## config.mk

```make
export PLATFORM = sky130hd
export DESIGN_NAME = pipe_chain_ctrl
export DESIGN_NICKNAME = d
export VERILOG_FILES = /design/src/rtl/pipe_chain_ctrl_pkg.sv /design/src/rtl/pipe_slot.sv /design/src/rtl/pipe_chain_ctrl.sv
export SDC_FILE = /design/constraint.sdc
export NUM_CORES = 1
export LEC_CHECK = 0
export CAP_MARGIN = 25
export CORE_ASPECT_RATIO = 1.1
export CORE_MARGIN = 2
export CORE_UTILIZATION = 45
export CTS_CLUSTER_DIAMETER = 30
export DETAILED_ROUTE_END_ITERATION = 8
export PLACE_DENSITY = 0.69
export SLEW_MARGIN = 25
export SYNTH_ARGS = -nofsm -noshare
export SYNTH_HDL_FRONTEND = slang
export SYNTH_SLANG_ARGS = --single-unit
```

## constraint.sdc

```tcl
create_clock -name CLK -period 3.6 [get_ports CLK]
set_input_delay 0.72 -clock CLK [delete_from_list [all_inputs] [get_ports CLK]]
set_output_delay 0.72 -clock CLK [all_outputs]
set_load 0.01 [all_outputs]
```

## src/rtl/pipe_chain_ctrl_pkg.sv

```systemverilog
// Shared types and helpers for the elastic register chain controller.
package pipe_chain_ctrl_pkg;

    localparam int unsigned StageWidth = 4;

    typedef struct packed {
        logic                  valid;
        logic [StageWidth-1:0] data;
    } stage_t;

    // Occupancy counter must represent 0..depth inclusive.
    function automatic int unsigned cnt_width(input int unsigned depth);
        return $clog2(depth + 1);
    endfunction

endpackage

```

## src/rtl/pipe_slot.sv

```systemverilog
// One clock-enabled stage of the chain: a valid bit plus a data register.
module pipe_slot #(
    parameter int unsigned WIDTH = 4
) (
    input  logic             CLK,
    input  logic             ASYNCRESETN,
    input  logic             en,
    input  logic             flush,
    input  logic             src_valid,
    input  logic [WIDTH-1:0] src_data,
    output logic             v,
    output logic [WIDTH-1:0] d
);

    always_ff @(posedge CLK or negedge ASYNCRESETN) begin
        if (!ASYNCRESETN) begin
            v <= 1'b0;
            d <= '0;
        end else if (flush) begin
            v <= 1'b0;
        end else if (en) begin
            v <= src_valid;
            // Bubbles do not disturb the held data.
            if (src_valid) begin
                d <= src_data;
            end
        end
    end

endmodule

```

## src/rtl/pipe_chain_ctrl.sv

```systemverilog
// Elastic controller for a DEPTH-stage register chain with ready/valid on both ends,
// bubble collapsing under backpressure and a synchronous flush.
module pipe_chain_ctrl
    import pipe_chain_ctrl_pkg::*;
#(
    parameter int unsigned WIDTH = 4,
    parameter int unsigned DEPTH = 4
) (
    input  logic                           CLK,
    input  logic                           ASYNCRESETN,
    input  logic                           I_valid,
    output logic                           I_ready,
    input  logic [WIDTH-1:0]               I,
    output logic                           O_valid,
    input  logic                           O_ready,
    output logic [WIDTH-1:0]               O,
    input  logic                           flush,
    output logic [DEPTH-1:0]               stage_en,
    output logic [cnt_width(DEPTH)-1:0]    count
);

    localparam int unsigned CntW = cnt_width(DEPTH);

    logic [DEPTH-1:0] v;
    logic [DEPTH-1:0] src_v;
    logic [WIDTH-1:0] d     [DEPTH];
    logic [WIDTH-1:0] src_d [DEPTH];
    logic [DEPTH-1:0] en_raw;
    logic             in_xfer;
    logic             out_xfer;
    logic [CntW-1:0]  count_q;
    logic [CntW-1:0]  count_d;

    assign src_v = {v[DEPTH-2:0], I_valid};

    for (genvar k = 0; k < DEPTH; k++) begin : g_slot
        if (k == 0) begin : g_head
            assign src_d[k] = I;
        end else begin : g_body
            assign src_d[k] = d[k-1];
        end

        pipe_slot #(
            .WIDTH(WIDTH)
        ) u_slot (
            .CLK        (CLK),
            .ASYNCRESETN(ASYNCRESETN),
            .en         (stage_en[k]),
            .flush      (flush),
            .src_valid  (src_v[k]),
            .src_data   (src_d[k]),
            .v          (v[k]),
            .d          (d[k])
        );
    end

    // A stage may load when it or any stage after it is empty, or the consumer drains.
    always_comb begin
        logic full_run;
        full_run = 1'b1;
        en_raw   = '0;
        for (int k = int'(DEPTH) - 1; k >= 0; k--) begin
            full_run  = full_run & v[k];
            en_raw[k] = !full_run || O_ready;
        end
        stage_en = flush ? '0 : en_raw;
    end

    assign I_ready  = stage_en[0];
    assign O_valid  = v[DEPTH-1] && !flush;
    assign O        = d[DEPTH-1];
    assign in_xfer  = I_valid && I_ready;
    assign out_xfer = O_valid && O_ready;

    always_comb begin
        count_d = count_q;
        unique case ({in_xfer, out_xfer})
            2'b10:   count_d = count_q + CntW'(1);
            2'b01:   count_d = count_q - CntW'(1);
            default: count_d = count_q;
        endcase
        if (flush) begin
            count_d = '0;
        end
    end

    always_ff @(posedge CLK or negedge ASYNCRESETN) begin
        if (!ASYNCRESETN) begin
            count_q <= '0;
        end else begin
            count_q <= count_d;
        end
    end

    assign count = count_q;

endmodule

```

---- Yosys cells after proc, flatten, opt, wreduce, memory -nomap -nowiden ----
Cells that the tools add are included.
word-level totals
  output and inout bits ................... 13
  word-level logic and storage cells ...... 49
  register bits after elaboration ......... 23
cells by class
  equal/unequal tests ..................... 2
  multiplexer cells ....................... 11
  bitwise operators ....................... 4
  $add $sub $neg .......................... 2
  reductions and logical operators ........ 21
operators by type and width
  cell                                                                   count
  3-bit AND reduction                                                    4
  1-bit two-way mux                                                      8
  2-bit nonzero test                                                     4
  3-bit case mux with 2 select lines                                     1
  1-bit logical NOT                                                      5
  1-bit logical OR                                                       4
  4-bit two-way mux                                                      1
  3-bit by 1-bit adder with 3-bit output, second input constant          1
  1-bit bitwise AND                                                      3
  1-bit logical AND                                                      3
  3-bit two-way mux                                                      1
  3-bit nonzero test                                                     1
  3-bit by 1-bit subtractor with 3-bit output, second input constant     1
  2-bit by 1-bit equality test with 1-bit output, second input constant  1
  2-bit equality test, second input constant                             1
  1-bit inverter                                                         1

---- Longest topological paths before layout ----
Gate-level depths: netlist of the first run.
  word-level depth ........................ 10
  depth in mapped cells ................... 7

---- Modules after synthesis ----
Synthesis of the first run repeated with hierarchy kept, for this count alone.
unflattened totals
  cells, all modules ...................... 83
  area total of the unflattened synthesis .. 1173.6 um^2
by module, submodules not included
  module           cells an instance  instances  seq. area each (um^2)  area an instance (um^2)
  pipe_slot        12                 4          125.1                  219.0
  pipe_chain_ctrl  35                 1          75.1                   297.8

---- Worst setup path before layout of the first run ----
OpenSTA, ideal clock, no wires.
  path kind ............................... input port to flip-flop
  start point ............................. in O_ready
  end point ............................... reg count_q[1], in the netlist count[1]
  buffers on the path ..................... 0
  cell stages on the path ................. 7
  slack ................................... 1.328 ns
  data required time ...................... 3.468 ns
  library setup time ...................... 0.132 ns
  data arrival time ....................... 2.140 ns
  cell sequence ........................... and4b_4 > nand2_1 > a21oi_1 > fa_1 > mux2_1 > nor2_1 > a311oi_1
between the ends
  longest elaborated chain between the ends .. 6
ends and longest elaborated chain
  what                                                                                   RTL line               source
  start, declared                                                                        pipe_chain_ctrl.sv:15  input logic O_ready,
  1-bit logical OR                                                                       pipe_chain_ctrl.sv:64  en_raw[k] = !full_run || O_ready;
  4-bit two-way mux                                                                      pipe_chain_ctrl.sv:66  stage_en = flush ? '0 : en_raw;
  1-bit logical AND                                                                      pipe_chain_ctrl.sv:72  assign in_xfer = I_valid && I_ready;
  2-bit by 1-bit equality test with 1-bit output or 2-bit equality test (tied branches)  pipe_chain_ctrl.sv:77  unique case ({in_xfer, out_xfer})
  3-bit case mux with 2 select lines                                                     pipe_chain_ctrl.sv:77
  3-bit two-way mux                                                                      pipe_chain_ctrl.sv:82  if (flush) begin
  end signal, assigned                                                                   pipe_chain_ctrl.sv:91  count_q <= count_d;
  end, declared                                                                          pipe_chain_ctrl.sv:31  logic [CntW-1:0] count_q;
Several ways; a longest one is shown, not always the timed one.
A chain may end at the register's enable or synchronous reset.

---- Final worst setup path of the first run ----
  start point ............................. in O_ready
  end point ............................... out stage_en[0]
between the ends
  longest elaborated chain between the ends .. 2
ends and longest elaborated chain
  what               RTL line               source
  1-bit logical OR   pipe_chain_ctrl.sv:64
  4-bit two-way mux  pipe_chain_ctrl.sv:66
  end, declared      pipe_chain_ctrl.sv:18  output logic [DEPTH-1:0] stage_en,
Every way passes these cells.

==> impl_results.md, run 1 <==
- CTS tree: done
- Die height: 56.7 um
- Vias in the first global route: 647
- Sw Share: 0.255
- Synth Area per Inst: 13.1 sq um
- Distinct cells, synth: 28
- Post-synthesis sequential area ratio: 0.507
- Layout overhead on the synthesized area: 18.8%
- Worst hold path class: in -> async
- Initial antenna violation count: 0
- Mapped Cells: 87
- H-tree Lvls: 1
- Register area: 576 sq um
- Crit Path Max Fanout: 4
- Post-synth EDFFs: 0
- WP data required: 2880 ps
- Crit-path cells: clkdlybuf4s50_1, and4b_4, a21oi_1, clkdlybuf4s50_1
- First-pass GRT wire length: 2.83 mm
- Final Util: 0.551
- Post-CTS setup buffers: 0
- CTS Root Cell: clkbuf_4
- Routed length per instance: 12.3 um
- Setup crit end kind: output pin
- Sink Count: 23
- Outcome: completed
- CP max stage delay: 610 ps
- Clock Pin Slew Worst Setup and Hold Paths: 120 ps
- Pwr Density: 459 nW/um^2
- Core Rows: 19
- Logic pwr share: 0.251
- P_leak: 0.000622 uW
- Pwr Total: 619 uW
- Final Hold Fails: 0
- Max_cap viols: 0
- Post-synthesis async set-or-reset flop share: 1.00
- Area of the die: 2940 sq um
- Final period utilization: 0.851
- Skew-Pair Late Insertion Delay: 300 ps
- Max-slew headroom: 0.663
- Port bufs: 21
- Remaining global-route overflow: 0
- RSZ-0062 raised after global routing: false
- Clock Tree Buf Depth: 2
- Ratio of cells with drive above 1 in the final layout: 0.298
- FF-to-FF Start: g_slot[3].u_slot.v
- Post-synthesis register bit count: 23
- Ys Warns: 0
- Hold slack: 360 ps
- GRT Total Usage: 0.131
- CTS Buf Count: 3
- Max Fclk: 0.326 GHz
- Vias: 673
- Worst Reg-to-Reg Cells: 7
- Core box area: 2450 sq um
- PostCTS Resize Cnt: 0
- Max Slew Vio Count: 0
- Top_reg_cell synth: dfrtp_1
- Power share of the clock group: 0.186
- Fin crit period: 3060 ps
- Antenna-violating nets left: 0
- Mapped Area: 1140 sq um
- Internal power: 461 uW
- Register share of total power: 0.563
- Iteration-0 DRC Markers: 5
- # IOs: 22
- Final-report setup violation count: 0
- Routed wire length: 1.65 mm
- Mapped Nets: 97
- Crit Path Class: in -> out
- NetSw: 158 uW
- R2R Setup Slk: 1470 ps
- Most frequent CP cell: clkdlybuf4s50_1
- Max VDD drop: 0.000346 V
- Final TNS setup: 0 ps
- Residual DRC: 0
- Critical R2R Capture: count[1]
- Drt first pass iters: 2
- Die span in x: 51.9 um
- Starting Density: 0.464
- Slowest CP cell: clkdlybuf4s50_1
- Crit start category: input pin
- Post-DP HPWL: 1.29 mm
- Fin Clk Skew: 6.25 ps
- Multi-input logic area: 492 sq um
- Hold buffers post-CTS: 0
- CP Data Arrival Time: 2340 ps
- Ant. Diodes: 0
- Number of fill cells: 219
- Layout net count: 115
- GP Congestion: 0.713
- Largest net degree at the start of global routing: 24
- Tightest Pin Transition: 506 ps
- Via density: 4.99
==> cell families after synthesis <==
logic type	count (synthesis)	share of synthesized area
flops	23	0.507
fa+ha+maj	1	0.0176
simple gates	23	0.152
buf+inv	10	0.0606
mux	17	0.182
compound gates	11	0.0661
xor+xnor	2	0.0154
==> registers in the layout, summed over array words and instances (netlist names) <==
register and cells:
count 3, g_slot.u_slot.d 16, g_slot.u_slot.v 4
==> critical path, delay by kind of cell <==
kind / cells / cell delay, ps
buffers and inverters: 2 / 1170
AND/OR/NAND/NOR: 1 / 270
AO/OA/AOI/OAI: 1 / 180
==> Yosys cell counts, types with 2 or more instances <==
| master | number | area [sq um] |
|---|---|---|
| mux2_4 | 4 | 60.1 |
| nor2_1 | 7 | 26.3 |
| dfrtp_1 | 23 | 576 |
| buf_4 | 8 | 60.1 |
| nand2_1 | 4 | 15.0 |
| nor2_4 | 2 | 22.5 |
| mux2_2 | 12 | 135 |
| nor3_1 | 3 | 15.0 |
| a21oi_1 | 5 | 25.0 |
==> layout make-up <==
| cell class | count | area share |
|---|---|---|
| Clock inverter | 1 | 0.00371 |
| Multi-Input combinational cell | 54 | 0.364 |
| Tap cell | 31 | 0.0287 |
| Inverter | 1 | 0.00278 |
| Timing Repair Buffer | 22 | 0.158 |
| Sequential cell | 23 | 0.426 |
| Clock buffer | 3 | 0.0167 |
==> power by group through the flow <==
stage | Clock, uW | Sequential, uW | Combinational (uW)
finish | 115 | 348 | 155
CTS | 122 | 350 | 159
global placement | 0 | 352 | 154
detailed placement | 0 | 356 | 159
floorplan | 0 | 347 | 115
global route | 134 | 358 | 167
==> stage by stage <==
stage	std cells	cell area, sq um	worst slack, ps
after global routing	135	1350	477
final	135	1350	536
after CTS	135	1360	524
after floorplan	87	1140	1330
after detailed placement	131	1330	523
after global placement	131	1330	560
==> layer usage <==
metal / wire [um] / global-route usage
met1: 703 / 0.164
met2: 852 / 0.201
met3: 57 / 0.0160
met4: 40 / 0.102
met5: 0 / 0
==> worst max-delay path by stage <==
stage	from	to	slack, ps	cells after the start
after detailed placement	O_ready	stage_en[0]	520	4
after floorplan	O_ready	count[1]	1330	7
after CTS	O_ready	stage_en[0]	520	4
final	O_ready	stage_en[0]	540	4
after global routing	O_ready	stage_en[0]	480	4
after global placement	O_ready	I_ready	560	4
==> cell usage in the layout, fill, tap and decap left out <==
cell type,n
a21oi_1,5
a311oi_1,1
nand4b_4,1
clkinv_2,1
nand3b_4,1
mux2_4,4
nor2b_1,1
xor2_1,1
clkbuf_4,3
buf_2,1
mux2_1,1
o21a_1,1
o21ai_2,1
nand2_4,1
fa_1,1
o21ai_0,1
nand2_1,4
mux2_2,12
and4b_4,1
nor2_4,2
clkdlybuf4s50_1,20
nor3_1,3
nor2b_4,1
nand3_1,1
buf_4,1
o2111a_1,1
xnor2_1,1
nor2_1,7
inv_1,1
dfrtp_1,23
a21oi_2,1
No activity file was read; power rests on OpenSTA's default activity.
==> run 2, diff against run 1 <==
--- a/config.mk
+++ b/config.mk
@@ -11,7 +11,7 @@
 export CORE_UTILIZATION = 45
 export CTS_CLUSTER_DIAMETER = 30
 export DETAILED_ROUTE_END_ITERATION = 8
-export PLACE_DENSITY = 0.69
+export PLACE_DENSITY = 0.71
 export SLEW_MARGIN = 25
 export SYNTH_ARGS = -nofsm -noshare
 export SYNTH_HDL_FRONTEND = slang
==> run 2 against run 1 <==
  * Via count rose by 1.9%
  * First-iteration DRC count increased by 20%
  * Clock skew shrank 5.1 ps
  * Sequential share of layout area hardly changed
  * Combinational power about the same
  * Sequential power barely moved
  * Cell count unchanged
  * Non-clock buffer count unchanged
  * Hold slack better by 8.8 ps
  * Clock-buffer cell count increased by 1
  * Core utilization down 0.051 points
  * Critical endpoint unchanged
  * Largest cell class unchanged
==> impl_results.md, run 2 (synthesis results as in run 1) <==
- Layout net count: 115
- Routed wire length: 1.82 mm
- Outcome: completed
- Via density: 5.08
- First-pass GRT wire length: 3.04 mm
- Most frequent cells in the layout: 23 x dfrtp_1, 20 x clkdlybuf4s50_1, 12 x mux2_2
- Post-DP HPWL: 1.38 mm
- Ratio of cells with drive above 1 in the final layout: 0.288
- Buf+Inv Stages, Crit Path: 2
- CP endpoint: stage_en[0]
- Iteration-0 DRC Markers: 6
- Max-slew headroom: 0.658
- Hold buffers post-CTS: 0
- Final TNS setup: 0 ps
- WP data required: 2880 ps
- Remaining global-route overflow: 0
- Ant. Diodes: 0
- CTS Buf Count: 3
- Critical R2R Capture: count[1]
- R2R Setup Slk: 1490 ps
- # IOs: 22
- Routed length per instance: 13.5 um
- Crit Path Class: in -> out
- Largest reg by FF count: g_slot.u_slot.d
- Worst hold path class: in -> async
- Port bufs: 21
- GRT Total Usage: 0.143
- Vias: 686
- PostCTS Resize Cnt: 0
- Die height: 56.7 um
- Starting Density: 0.464
- H-tree Lvls: 1
- Max Fclk: 0.326 GHz
- Initial antenna violation count: 0
- Max Slew Vio Count: 0
- RSZ-0062 raised after global routing: false
- Max_cap viols: 0
- GP Congestion: 0.753
- Die span in x: 51.9 um
- Post-route setup slack: 537 ps
- Largest register FFs: 16
- CTS Root Cell: clkbuf_4
- Core box area: 2450 sq um
- CP Depth: 4
- Crit Path Max Fanout: 4
- Crit start category: input pin
- Pwr Density: 459 nW/um^2
- CP max stage delay: 600 ps
- Largest net degree at the start of global routing: 24
- Tightest Pin Transition: 513 ps
- Clock Pin Slew Worst Setup and Hold Paths: 110 ps
- Slowest CP cell: clkdlybuf4s50_1
- Drt first pass iters: 4
- Antenna-violating nets left: 0
- Setup crit end kind: output pin
- Final Hold Fails: 0
- FF-to-FF Start: g_slot[2].u_slot.v
- Clock Tree Buf Depth: 2
- Fin Clk Skew: 1.13 ps
- Skew-Pair Late Insertion Delay: 300 ps
- Crit-path cells: clkdlybuf4s50_1, and4b_4, a21oi_1, clkdlybuf4s50_1
- Vias in the first global route: 684
- Max VDD drop: 0.000296 V
- P_leak: 0.000620 uW
- Fin crit period: 3060 ps
- Sink Count: 23
- Layout overhead on the synthesized area: 18.7%
- Hold slack: 368 ps
- Commonest non-fill, non-tap cell in the layout: dfrtp_1
- CP startpoint: O_ready
- Most frequent CP cell: clkdlybuf4s50_1
- Residual DRC: 0
- Delay-heaviest family, CP: buffers and inverters
- CTS tree: done
- Area of the die: 2940 sq um
- Final period utilization: 0.851
- Final-report setup violation count: 0
- Core Rows: 19
- Pre-CTS setup slack: 505 ps
- CP Data Arrival Time: 2340 ps
- Post-CTS setup buffers: 0
- Worst Reg-to-Reg Cells: 7
[run 2: changes by cell type in the layout (fill, tap and decap cells not counted)]
cell | previous run | this run
clkbuf_1 | 0 | 1
clkinv_2 | 1 | 0
[run 2: power by group]
part	internal, uW	leakage (uW)	switching [uW]
Combinational	103	0.000316	53.6
Sequential	317	0.000289	32.0
Clock	43.2	0.0000150	70.9
Total	463	0.000620	157
[run 2: worst min-delay path by stage]
stage,to,slack (ps),cells past startpoint
after floorplan,count[0],420,0
after global placement,g_slot[3].u_slot.d[1],490,1
after detailed placement,g_slot[1].u_slot.d[1],500,1
after CTS,g_slot[1].u_slot.d[1],530,1
after global routing,count[2],390,1
final,count[2],370,1
[run 2: area by class of cell]
type | count | area (sq um)
fillers | 210 | 1100
inverters | 1 | 3.75
repair buffers | 22 | 213
clock buffers | 4 | 26.3
flip-flops and latches | 23 | 576
multi-input cells | 54 | 492
well taps | 31 | 38.8
[run 2: metrics by stage]
| stage | instances | power [uW] | util | cell area [sq um] |
|---|---|---|---|---|
| 2_1_floorplan | 87 | 462 | - | 1140 |
| 3_3_place_gp | 131 | 506 | 0.542 | 1330 |
| 3_5_place_dp | 131 | 516 | 0.542 | 1330 |
| 4_1_cts | 135 | 634 | 0.553 | 1350 |
| 5_1_grt | 135 | 659 | 0.551 | 1350 |
| 6_report | 135 | 620 | 0.551 | 1350 |
[run 2: per-layer routing]
metal,track usage,part of all wire,vias up
li1,-,-,330
met1,0.171,0.42,336
met2,0.231,0.52,15
met3,0.0160,0.026,5
met4,0.102,0.032,0
met5,0,0,-
==> edit, RTL diff (flow settings as in run 1) <==
`DEPTH`: 4 -> 8.
--- a/src/rtl/pipe_chain_ctrl.sv
+++ b/src/rtl/pipe_chain_ctrl.sv
@@ -5,5 +5,5 @@
 #(
     parameter int unsigned WIDTH = 4,
-    parameter int unsigned DEPTH = 4
+    parameter int unsigned DEPTH = 8
 ) (
     input  logic                           CLK,
Ports: changed (resized count and stage_en); port bits go from 22 to 27. The function was not compared with the original's and may differ.
==> edit against run 1 <==
Synthesized cell count increased by 79%. Cell area is 70% higher. Wire length increased by 94%. Sequential cell count increased by 21. Synthesized area rose by 77%. Total power increased by 64%. Setup slack worse by 280 ps. Global-route usage increased by 1.3 points. Die area grew 71%. Critical path type unchanged. Largest power group unchanged.
==> edit: results (changes against run 1) <==
Logic synthesis
  – Synth Area in Compound Gates: 0.0665 (+0.000463)
  – Post-Synth XOR/XNOR Area: 0.0131 (-0.00236)
  – Syn_nets: 167 (+72%)
  – Mux share of post-synthesis cell area: 0.189 (+0.00734)
  – Main area contributors after synthesis: dfrtp_1 55%, mux2_2 16%, buf_4 4.5%, nor2_1 3.4%, buf_6 2.2%
  – Netlist cell types: 34 (+21%)
  – Register area share after synthesis: 0.547 (+0.0407)
  – Adder-Cell Fraction of Synth Area: 0.0124 (-0.00518)

Pwr
  – VDD IR max: 0.279 mV (-19%)
  – Sw frac: 0.245 (-0.00990)
  – Leakage: 1.05 nW (+68%)

Timing
  – Worst Clk Skew: 4.71 ps (-1.54 ps)
  – Worst Max-Slew Pin Slew: 533 ps (+27.1 ps)

Critical path
  – CP max stage delay: 570 ps (-40 ps)
  – Critical Path AT: 2630 ps (+290 ps)
  – CP Max Fanout: 9 (+5)

Layout
  – Share of layout cells above drive strength 1: 0.274 (-0.0238)
  – Final Net Count: 185 (+61%)
  – Max reg flops: 32 (+16)

Status
  – Outcome: complete, no violations

GRT
  – Total track usage: 0.144 (+0.0130)
  – Largest net degree at the start of global routing: 45 (+88%)
  – Vias in the first global route: 1,163 (+80%)
  – First-pass GRT wire length: 5.29 mm (+87%)

Drt
  – Via-to-Cell Ratio: 5.17 (+3.8%)
  – Drt first pass iters: 3 (+1)
  – WL/cell: 14.0 um (+14%)
  – 1st-iter DRT viols: 50 (+45)

Placed design
  – Gpl congestion: 0.788 (+10%)
  – Post-DP HPWL: 2.34 mm (+82%)

Clock network
  – CTS H-tree lvls: 2 (+1)
  – Reg clk slew, reported paths: 80 ps (-40 ps)
  – CTS Buf Count: 5 (+2)
  – Clock Root Buffer: clkbuf_8
==> edit: changes by cell type after synthesis, moves of 3 or more <==
cell | run 1 | this run
mux2_2 | 12 | 28
a21oi_1 | 5 | 8
buf_6 | 0 | 4
a31oi_1 | 0 | 3
buf_4 | 8 | 12
dfrtp_1 | 23 | 44
mux2_1 | 1 | 4
nor2_1 | 7 | 18
mux2_4 | 4 | 0
==> edit: layer usage <==
layer / wire [um] / track usage
met3: 119 / 0.0469
met2: 1650 / 0.243
met1: 1390 / 0.169
met4: 52 / 0.0590
met5: 0 / 0
==> edit: worst max-delay path, delay by kind of cell <==
kind,cells,cell delay [ps]
and+or+nand+nor,2,600
AOI/OAI and AO/OA,1,180
buffers and inverters,2,1120
==> edit: kinds of logic (layout without fill, tap and decap cells) <==
logic type,after synthesis,count (layout)
simple gates,39,39
fa+ha+maj,2,2
mux,34,34
flops,44,44
buf+inv,17,36
xor+xnor,3,3
compound gates,17,17
==> edit: through the flow <==
stage / hold WS (ps) / std cells / cell area [um2] / worst slack [ps]
2_1_floorplan: 424 / 156 / 2010 / 1170
3_3_place_gp: 471 / 221 / 2210 / 316
3_5_place_dp: 479 / 221 / 2210 / 266
4_1_cts: 497 / 229 / 2290 / 258
5_1_grt: 424 / 229 / 2300 / 183
6_report: 398 / 229 / 2300 / 255
==> edit: final cells by class <==
cell class | count | area [um2]
Inverter | 1 | 3.75
Clock inverter | 3 | 18.8
Timing Repair Buffer | 27 | 265
Sequential cell | 44 | 1100
Clock buffer | 5 | 68.8
Tap cell | 54 | 67.6
Fill cell | 349 | 1990
Multi-Input combinational cell | 95 | 772
==> edit: worst paths after layout <==
check	from	end	slack, ps	depth (start not counted)
worst max-delay path	O_ready	stage_en[2]	250	5
worst min-delay path	ASYNCRESETN	g_slot[6].u_slot.d[1]	400	1
worst max register to register	g_slot[7].u_slot.v	count[3]	1070	9
worst min register to register	g_slot[2].u_slot.d[0]	g_slot[2].u_slot.d[0]	490	1
max in group asynchronous	ASYNCRESETN	g_slot[1].u_slot.d[0]	2830	1
min in group CLK	g_slot[2].u_slot.d[0]	g_slot[2].u_slot.d[0]	490	1
==> edit: power by group through the flow <==
stage	registers (W)	clock network [W]	logic, W
after global routing	0.000604	0.000338	0.000131
final	0.000595	0.000300	0.000118
after floorplan	0.000592	0	0.0000816
after detailed placement	0.000607	0	0.000120
after CTS	0.000597	0.000310	0.000121
after global placement	0.000603	0	0.000115
